<file path="src/rtl/alu_ctrl_pkg.sv">
// Shared opcode constants, sequencer state encoding and opcode legality check
// for the front end of the shared 32-bit ALU.
package alu_ctrl_pkg;

   localparam logic [3:0] SEL_AND = 4'b0000;
   localparam logic [3:0] SEL_OR  = 4'b0001;
   localparam logic [3:0] SEL_XOR = 4'b0010;
   localparam logic [3:0] SEL_ADD = 4'b0110;
   localparam logic [3:0] SEL_SUB = 4'b0111;
   localparam logic [3:0] SEL_MUL = 4'b1001;
   localparam logic [3:0] SEL_SLL = 4'b1010;
   localparam logic [3:0] SEL_SRL = 4'b1011;
   localparam logic [3:0] SEL_SRA = 4'b1101;

   typedef enum logic [1:0] {
      ST_IDLE,
      ST_EXEC,
      ST_MUL,
      ST_RESP
   } state_e;

   // The two top codes have no ALU function and no sequencer emulation.
   function automatic logic is_legal_sel(input logic [3:0] sel);
      return (sel != 4'b1110) && (sel != 4'b1111);
   endfunction

endpackage

</file>
<file path="src/rtl/rr_arb2.sv">
// Two-input round-robin arbiter; a contested request goes to the requester
// that did not win the previous accept.
module rr_arb2 #(
   parameter bit FIRST_PRIO = 1'b0
) (
   input  logic clk,
   input  logic rst,
   input  logic valid0,
   input  logic valid1,
   input  logic advance,
   output logic grant0,
   output logic grant1
);

   logic last_q;

   assign grant0 = valid0 & (~valid1 | last_q);
   assign grant1 = valid1 & (~valid0 | ~last_q);

   always_ff @(posedge clk or posedge rst) begin
      if (rst) begin
         last_q <= ~FIRST_PRIO;
      end else if (advance) begin
         last_q <= grant1;
      end
   end

endmodule

</file>
<file path="src/rtl/alu_rr_sequencer.sv">
// Round-robin front end for the shared ALU: registers the granted op, runs it
// for one cycle (or a shift-add loop for MUL) and returns a one-cycle response.
module alu_rr_sequencer
   import alu_ctrl_pkg::*;
#(
   parameter bit MUL_EARLY_EXIT = 1'b1,
   parameter bit FIRST_PRIO     = 1'b0
) (
   input  logic        clk,
   input  logic        rst,
   input  logic        req0_valid,
   output logic        req0_ready,
   input  logic [31:0] req0_A,
   input  logic [31:0] req0_B,
   input  logic [3:0]  req0_sel,
   input  logic        req0_Cin,
   input  logic        req1_valid,
   output logic        req1_ready,
   input  logic [31:0] req1_A,
   input  logic [31:0] req1_B,
   input  logic [3:0]  req1_sel,
   input  logic        req1_Cin,
   output logic        resp_valid,
   output logic        resp_id,
   output logic [31:0] resp_Y,
   output logic        resp_Cout,
   output logic        resp_Negative,
   output logic        resp_Zero,
   output logic        resp_Overflow,
   output logic        resp_err,
   output logic        busy,
   output logic [31:0] alu_A,
   output logic [31:0] alu_B,
   output logic [3:0]  alu_sel,
   output logic        alu_Cin,
   input  logic [31:0] alu_Y,
   input  logic        alu_Cout,
   input  logic        alu_Negative,
   input  logic        alu_Zero,
   input  logic        alu_Overflow
);

   state_e      state_q;
   logic [31:0] a_q, b_q, acc_q;
   logic [3:0]  sel_q;
   logic        cin_q, id_q;
   logic [4:0]  cnt_q;

   logic        grant0, grant1, idle, accept;
   logic [31:0] g_a, g_b, acc_d;
   logic [3:0]  g_sel;
   logic        g_cin, mul_done;

   assign idle       = (state_q == ST_IDLE);
   assign busy       = ~idle;
   assign req0_ready = idle & grant0;
   assign req1_ready = idle & grant1;
   assign accept     = req0_ready | req1_ready;

   rr_arb2 #(.FIRST_PRIO(FIRST_PRIO)) u_arb (
      .clk    (clk),
      .rst    (rst),
      .valid0 (req0_valid),
      .valid1 (req1_valid),
      .advance(accept),
      .grant0 (grant0),
      .grant1 (grant1)
   );

   assign g_a   = grant1 ? req1_A   : req0_A;
   assign g_b   = grant1 ? req1_B   : req0_B;
   assign g_sel = grant1 ? req1_sel : req0_sel;
   assign g_cin = grant1 ? req1_Cin : req0_Cin;

   // During MUL, a_q is the shifted multiplicand and b_q the shifted multiplier.
   assign acc_d    = b_q[0] ? alu_Y : acc_q;
   assign mul_done = (cnt_q == 5'd31) || (MUL_EARLY_EXIT && (b_q[31:1] == 31'd0));

   always_comb begin
      alu_A   = '0;
      alu_B   = '0;
      alu_sel = '0;
      alu_Cin = 1'b0;
      case (state_q)
         ST_EXEC: begin
            alu_A   = a_q;
            alu_B   = b_q;
            alu_sel = sel_q;
            alu_Cin = cin_q;
         end
         ST_MUL: begin
            alu_A   = acc_q;
            alu_B   = a_q;
            alu_sel = SEL_ADD;
         end
         default: ;
      endcase
   end

   always_ff @(posedge clk or posedge rst) begin
      if (rst) begin
         state_q       <= ST_IDLE;
         a_q           <= '0;
         b_q           <= '0;
         acc_q         <= '0;
         sel_q         <= '0;
         cin_q         <= 1'b0;
         id_q          <= 1'b0;
         cnt_q         <= '0;
         resp_valid    <= 1'b0;
         resp_id       <= 1'b0;
         resp_Y        <= '0;
         resp_Cout     <= 1'b0;
         resp_Negative <= 1'b0;
         resp_Zero     <= 1'b0;
         resp_Overflow <= 1'b0;
         resp_err      <= 1'b0;
      end else begin
         case (state_q)
            ST_IDLE: begin
               if (accept) begin
                  a_q   <= g_a;
                  b_q   <= g_b;
                  sel_q <= g_sel;
                  cin_q <= g_cin;
                  id_q  <= grant1;
                  acc_q <= '0;
                  cnt_q <= '0;
                  if (g_sel == SEL_MUL) begin
                     state_q <= ST_MUL;
                  end else if (is_legal_sel(g_sel)) begin
                     state_q <= ST_EXEC;
                  end else begin
                     state_q       <= ST_RESP;
                     resp_valid    <= 1'b1;
                     resp_id       <= grant1;
                     resp_err      <= 1'b1;
                     resp_Y        <= '0;
                     resp_Cout     <= 1'b0;
                     resp_Negative <= 1'b0;
                     resp_Zero     <= 1'b0;
                     resp_Overflow <= 1'b0;
                  end
               end
            end
            ST_EXEC: begin
               state_q       <= ST_RESP;
               resp_valid    <= 1'b1;
               resp_id       <= id_q;
               resp_err      <= 1'b0;
               resp_Y        <= alu_Y;
               resp_Cout     <= alu_Cout;
               resp_Negative <= alu_Negative;
               resp_Zero     <= alu_Zero;
               resp_Overflow <= alu_Overflow;
            end
            ST_MUL: begin
               acc_q <= acc_d;
               a_q   <= a_q << 1;
               b_q   <= b_q >> 1;
               cnt_q <= cnt_q + 5'd1;
               if (mul_done) begin
                  state_q       <= ST_RESP;
                  resp_valid    <= 1'b1;
                  resp_id       <= id_q;
                  resp_err      <= 1'b0;
                  resp_Y        <= acc_d;
                  resp_Cout     <= 1'b0;
                  resp_Negative <= acc_d[31];
                  resp_Zero     <= (acc_d == 32'd0);
                  resp_Overflow <= 1'b0;
               end
            end
            default: begin
               state_q    <= ST_IDLE;
               resp_valid <= 1'b0;
            end
         endcase
      end
   end

endmodule

</file>
<file path="config.mk">
export PLATFORM = sky130hd
export DESIGN_NAME = alu_rr_sequencer
export DESIGN_NICKNAME = d
export VERILOG_FILES = /design/src/rtl/alu_ctrl_pkg.sv /design/src/rtl/rr_arb2.sv /design/src/rtl/alu_rr_sequencer.sv
export SDC_FILE = /design/constraint.sdc
export NUM_CORES = 1
export LEC_CHECK = 0
export ABC_AREA = 1
export BUFFER_PORTS_ARGS = -buffer_cell sky130_fd_sc_hd__clkbuf_2
export CAP_MARGIN = 10
export CELL_PAD_IN_SITES_DETAIL_PLACEMENT = 1
export CELL_PAD_IN_SITES_GLOBAL_PLACEMENT = 2
export CORE_MARGIN = 2
export CORE_UTILIZATION = 24
export CTS_CLUSTER_DIAMETER = 80
export DETAILED_ROUTE_END_ITERATION = 6
export PLACE_DENSITY_LB_ADDON = 0.2
export SETUP_SLACK_MARGIN = 0.1
export SLEW_MARGIN = 20
export SYNTH_ARGS = -nofsm -noshare
export SYNTH_HDL_FRONTEND = slang
export SYNTH_SLANG_ARGS = --single-unit
</file>
<file path="constraint.sdc">
create_clock -name clk -period 5.2 [get_ports clk]
set_input_delay 1.3 -clock clk [delete_from_list [all_inputs] [get_ports clk]]
set_output_delay 1.3 -clock clk [all_outputs]
set_load 0.02 [all_outputs]
</file>
Word-level counts from Yosys, hierarchy flattened
Cells that the tools add are included.
{ "op_classes": {"bitwise_logic": 11, "n_reduce_logical": 12, "n_eq_ne": 10, "addsub": 1, "muxes": 48} }
{ "op_table": {"columns": ["cell", "n"], "rows": [
  ["32-bit two-way mux", 10],
  ["32-bit case mux with 2 select lines", 5],
  ["32-bit case mux with 3 select lines", 1],
  ["32-bit zero test", 1],
  ["31-bit zero test", 1],
  ["1-bit case mux with 3 select lines", 7],
  ["1-bit two-way mux", 16],
  ["5-bit case mux with 2 select lines", 1],
  ["2-bit two-way mux", 4],
  ["4-bit != test (second input constant)", 2],
  ["4-bit case mux with 2 select lines", 1],
  ["2-bit != test (second input constant)", 3],
  ["2-bit case mux with 3 select lines", 1],
  ["2-bit AND reduction", 3],
  ["5-bit by 1-bit adder with 5-bit output (second input constant)", 1],
  ["5-bit == test (second input constant)", 1],
  ["5-bit two-way mux", 1],
  ["5-bit AND reduction", 1],
  ["1-bit bitwise AND", 4],
  ["4-bit == test (second input constant)", 1],
  ["4-bit two-way mux", 1],
  ["1-bit inverter", 4],
  ["4-bit AND reduction", 1],
  ["1-bit OR", 3],
  ["8 further kinds", 8]
]} }
{ "word_totals": {"out_inout_bits": 111, "elab_cells": 99, "input_bits": 178, "reg_bits": 149} }

Longest topological paths before layout
{ "logic_depth": {"ltp_word": 10, "mapped_depth": 13} }

Hierarchy
A second synthesis with hierarchy kept.
{ "unflattened": {"hier_cells": 1309, "hier_area_um2": 8919.8} }
{ "by_module_without_submodules": {"columns": ["module", "area_each_um2", "instances", "cells_each"], "rows": [
  ["alu_rr_sequencer", 8852.2, 1, 1299],
  ["rr_arb2", 67.6, 1, 10]
]} }

Least setup slack after synthesis
Ideal clock, no wire load.
{ "synth_path": {"path_type": "register to output", "from": "register state_q[0]", "to": "output alu_B[10]", "stages_incl_launch_ff": 7, "t_arrival_ns": 1.804, "path_slack_ns": 2.096, "cell_sequence": "dfrtp_1 > inv_1 > ha_1 > clkbuf_1 > clkinv_1 > clkbuf_1 > a21oi_1"} }
{ "synth_via": {"elab_chain_len": 2, "word_cells_on_any_way": 3, "cone_classes": "2 x eq/ne; 1 x mux"} }
{ "synth_lines": {"columns": ["item", "line_no", "text"], "rows": [
  ["from (decl)", "alu_rr_sequencer.sv:43", "state_e state_q;"],
  ["from (signal assigned)", "alu_rr_sequencer.sv:102", "state_q <= ST_IDLE;"],
  ["from (signal assigned)", "alu_rr_sequencer.sv:130", "state_q <= ST_MUL;"],
  ["from (signal assigned)", "alu_rr_sequencer.sv:132", "state_q <= ST_EXEC;"],
  ["2-bit == test / 2-bit by 1-bit == test with 1-bit output (equally long branches)", "alu_rr_sequencer.sv:84", "case (state_q)"],
  ["32-bit case mux with 2 select lines (*)", "alu_rr_sequencer.sv:84", null],
  ["to (decl)", "alu_rr_sequencer.sv:33", "output logic [31:0] alu_B,"]
]} }
Every way passes the cells marked *; elsewhere a longest branch is shown, timed or not.

Final worst setup path
{ "layout_path": {"from": "register state_q[1]", "to": "output alu_A[13]"} }
{ "layout_via": {"elab_chain_len": 2, "word_cells_on_any_way": 3, "cone_classes": "2 x eq/ne; 1 x mux"} }
{ "layout_lines": {"columns": ["item", "line_no", "text"], "rows": [
  ["2-bit == test / 2-bit by 1-bit == test with 1-bit output (equally long branches)", "alu_rr_sequencer.sv:84", null],
  ["32-bit case mux with 2 select lines (*)", "alu_rr_sequencer.sv:84", null],
  ["to (decl)", "alu_rr_sequencer.sv:32", "output logic [31:0] alu_A,"]
]} }
Marked as above.

==> summary.md <==
| Metric | Value |
|---|---|
| Clock root buffer master | `clkbuf_16` |
| Syn-to-layout area delta | `27.05%` |
| Crit path max fanout | `49` |
| Gp weighted congestion | `0.8226` |
| Area leader, netlist | `dfrtp_1` |
| Worst hold path depth | `2` |
| Postcts setup bufs | `0` |
| Syn_nets | `1438` |
| Reg2reg end | `acc_q[10]$_DFFE_PP0P_` |
| Worst EP required | `3.90 ns` |
| Post-DP Area | `10420 um2` |
| Ys Warns | `0` |
| CTS Buf Count | `17` |
| Seq cells post-synth | `149` |
| Max Slew Vio Count | `0` |
| Static Leak | `5.736 nW` |
| Sequential power share | `26.2%` |
| Cts hold-fix bufs | `0` |
| Die Span Y | `193.8 um` |
| Outcome | `finished clean` |
| CTS tree | `done` |
| Yosys top cell area share | `42.84%` |
| Global-route wire length before repair | `57160 um` |
| # H-tree levels | `4` |
| P_int | `3.539 mW` |
| Drt drc | `0` |
| Register-to-Register Path Depth | `9` |
| R2r startpoint | `state_q[0]$_DFFE_PP0P_` |
| Crit path DAT | `3.05 ns` |
| WHS Endpoint | `resp_valid$_DFFE_PP0P_` |
| DR pass1 iterations | `4` |
| Pin count of the biggest net entering global routing | `150` |
| Setup-failing EPs final | `0` |
| Die W | `193.8 um` |
| Starting DRT DRC Count | `489` |
| Setup_tns | `0 ns` |
| Final worst path period share | `83.71%` |
| Site Rows | `69` |
| Placed cells | `1932` |
| Most common cell after layout, fill and taps aside | `nand2_1` |
| Synth Instances | `1253` |
| Crit. End Element | `output pin` |
| Min-Delay Startpoint | `resp_valid$_DFFE_PP0P_` |
| HP Class | `reg2reg` |
| FF/Latch Area | `3730 um2` |
| Fill count | `4502` |
| Final Cell Area | `10980 um2` |
| Share of layout cells above drive strength 1 | `23.42%` |
| Routed wire length | `36960 um` |
| Startpoint Class | `register` |
| Initial Util | `24.37%` |
| Net Sw Frac | `52.58%` |
| Via-per-instance ratio | `4.674` |
| Clk pin slew, worst setup/hold paths | `0.07 ns` |
| GRT Residual Overflow | `0` |
| Most frequent cells in the layout | `nand2_1, clkbuf_2, o21ai_0` |
| Slew Limit Headroom | `26.44%` |
| # nets final | `1675` |
| Syn avg cell area | `6.900 um2` |
| Critical path class | `reg2out` |
| Mapped cell area | `8646 um2` |
| IO Pins | `289` |
| RSZ-0062 raised after global routing | `false` |
| Clock Skew | `0.01176 ns` |
| Max cap viols | `0` |
| Clock buffer depth | `2` |
| Vias in the first global route | `9556` |
| Top post-synthesis cells by area | `dfrtp_1, nand2_1, o21ai_0` |
| Initial antenna violation count | `0` |
| Die area | `37560 um2` |
| Net Sw Power | `3.924 mW` |
| All-Layer GR Usage | `19.60%` |
| Final WS setup | `0.8472 ns` |
| PD cells | `679.4 nW/um2` |
| CTS Sinks | `149` |
| Clock Power Share | `16.8%` |
| I/O Buffers | `288` |
| Vias | `9185` |
| DPL Wire Length | `26900 um` |
| Post-cts resize count | `0` |
| Worst reg2reg setup slack | `2.03 ns` |
| Synth unique cells | `25` |
| Final hold vios | `0` |
| Final Non-Filler Cells | `1965` |
| Logic pwr share | `57.1%` |
| Multi-input gate area | `4063 um2` |
| Per-cell routed wire length | `18.81 um` |
| Sequential area share after synthesis | `43.14%` |
| Worst vdd ir | `0.0002641 V` |
| Period minus WS final | `4.353 ns` |
| Pre-CTS setup slack | `1.283 ns` |
| F_max | `229.7 MHz` |
| Worst skew pair latency | `0.43 ns` |
| Placeable Area | `35480 um2` |
| Post-DRT Antenna Nets | `0` |
| Slew of the pin with the lowest slew margin | `1.099 ns` |
[through the flow]
| step | hold slack [ns] | power, mW | util, % |
|---|---|---|---|
| 3_3_place_gp | 0.4618 | 6.240 | 29.36 |
| 3_5_place_dp | 0.4618 | 6.289 | 29.36 |
| 6_report | 0.4737 | 7.463 | 30.96 |
| 5_1_grt | 0.4976 | 8.146 | 30.95 |
| 4_1_cts | 0.4774 | 7.571 | 30.95 |
| 2_1_floorplan | 0.4422 | 4.819 | - |
[final cells by class]
| cell class | instances | area share [%] |
|---|---|---|
| multi-input cells | 894 | 36.99 |
| inverters | 123 | 4.237 |
| flip-flops and latches | 149 | 33.96 |
| clock buffers | 19 | 3.941 |
| well taps | 461 | 5.251 |
| clock inverters | 13 | 1.207 |
| diodes | 1 | 0.02278 |
| repair buffers | 305 | 14.40 |
[power groups by stage]
stage | logic, mW | registers (mW) | clock network [mW]
2_1_floorplan | 2.86 | 1.96 | 0
3_3_place_gp | 4.28 | 1.96 | 0
3_5_place_dp | 4.31 | 1.98 | 0
4_1_cts | 4.33 | 1.96 | 1.28
5_1_grt | 4.79 | 2.03 | 1.33
6_report | 4.26 | 1.95 | 1.25
[state kept, by name, summed over array words and instances, names as in the netlist, 2 cells and up]
signal   cells
b_q         32
state_q      2
sel_q        4
resp_Y      32
acc_q       32
a_q         32
cnt_q        5
[worst max path at each step]
stage	slack [ns]	from	cells past startpoint	to
after floorplan	2.03	rst	1	a_q[0]$_DFFE_PP0P_
after global placement	1.39	state_q[0]$_DFFE_PP0P_	5	alu_A[31]
after detailed placement	1.28	state_q[0]$_DFFE_PP0P_	6	alu_A[18]
after CTS	0.81	state_q[0]$_DFFE_PP0P_	6	alu_A[18]
after global routing	0.58	state_q[0]$_DFFE_PP0P_	6	alu_A[17]
final	0.85	state_q[1]$_DFFE_PP0P_	6	alu_A[13]
[critical path: stages (launching register included)]
cell and delay (ns):
dfrtp_1 0.42, inv_1 0.09, ha_1 0.54, nand2_2 0.71, buf_4 0.48, o22ai_1 0.15, clkbuf_2 0.20
[routing by layer]
layer | vias up | wire (um) | track usage (%)
met3 | 20 | 1792 | 4.296
met5 | - | 0 | 0
met1 | 4413 | 18080 | 27.50
li1 | 4552 | - | -
met2 | 200 | 16700 | 30.85
met4 | 0 | 380 | 4.241
[cells in the mapped netlist, drive strengths merged]
library cell and count:
nand2 440, o21ai 186, dfrtp 148, inv 122, o22ai 96, nor2 73, nand3 53, clkbuf 48
buf 39, a21oi 32, ha 7, nand4 4, mux2i 2, a31oi 1, clkinv 1, dfstp 1
[logic make-up (layout without fill, tap and decap cells)]
family	after synthesis	count (layout)	synth area share, %
other	0	1	0
adders and majority gates	7	7	1.013
buffers and inverters	210	460	9.985
AOI/OAI and AO/OA	315	315	19.77
muxes	2	2	0.2316
and+or+nand+nor	570	570	25.86
DFF	149	149	43.14
Note: power is estimated with default switching activity, not from simulation.
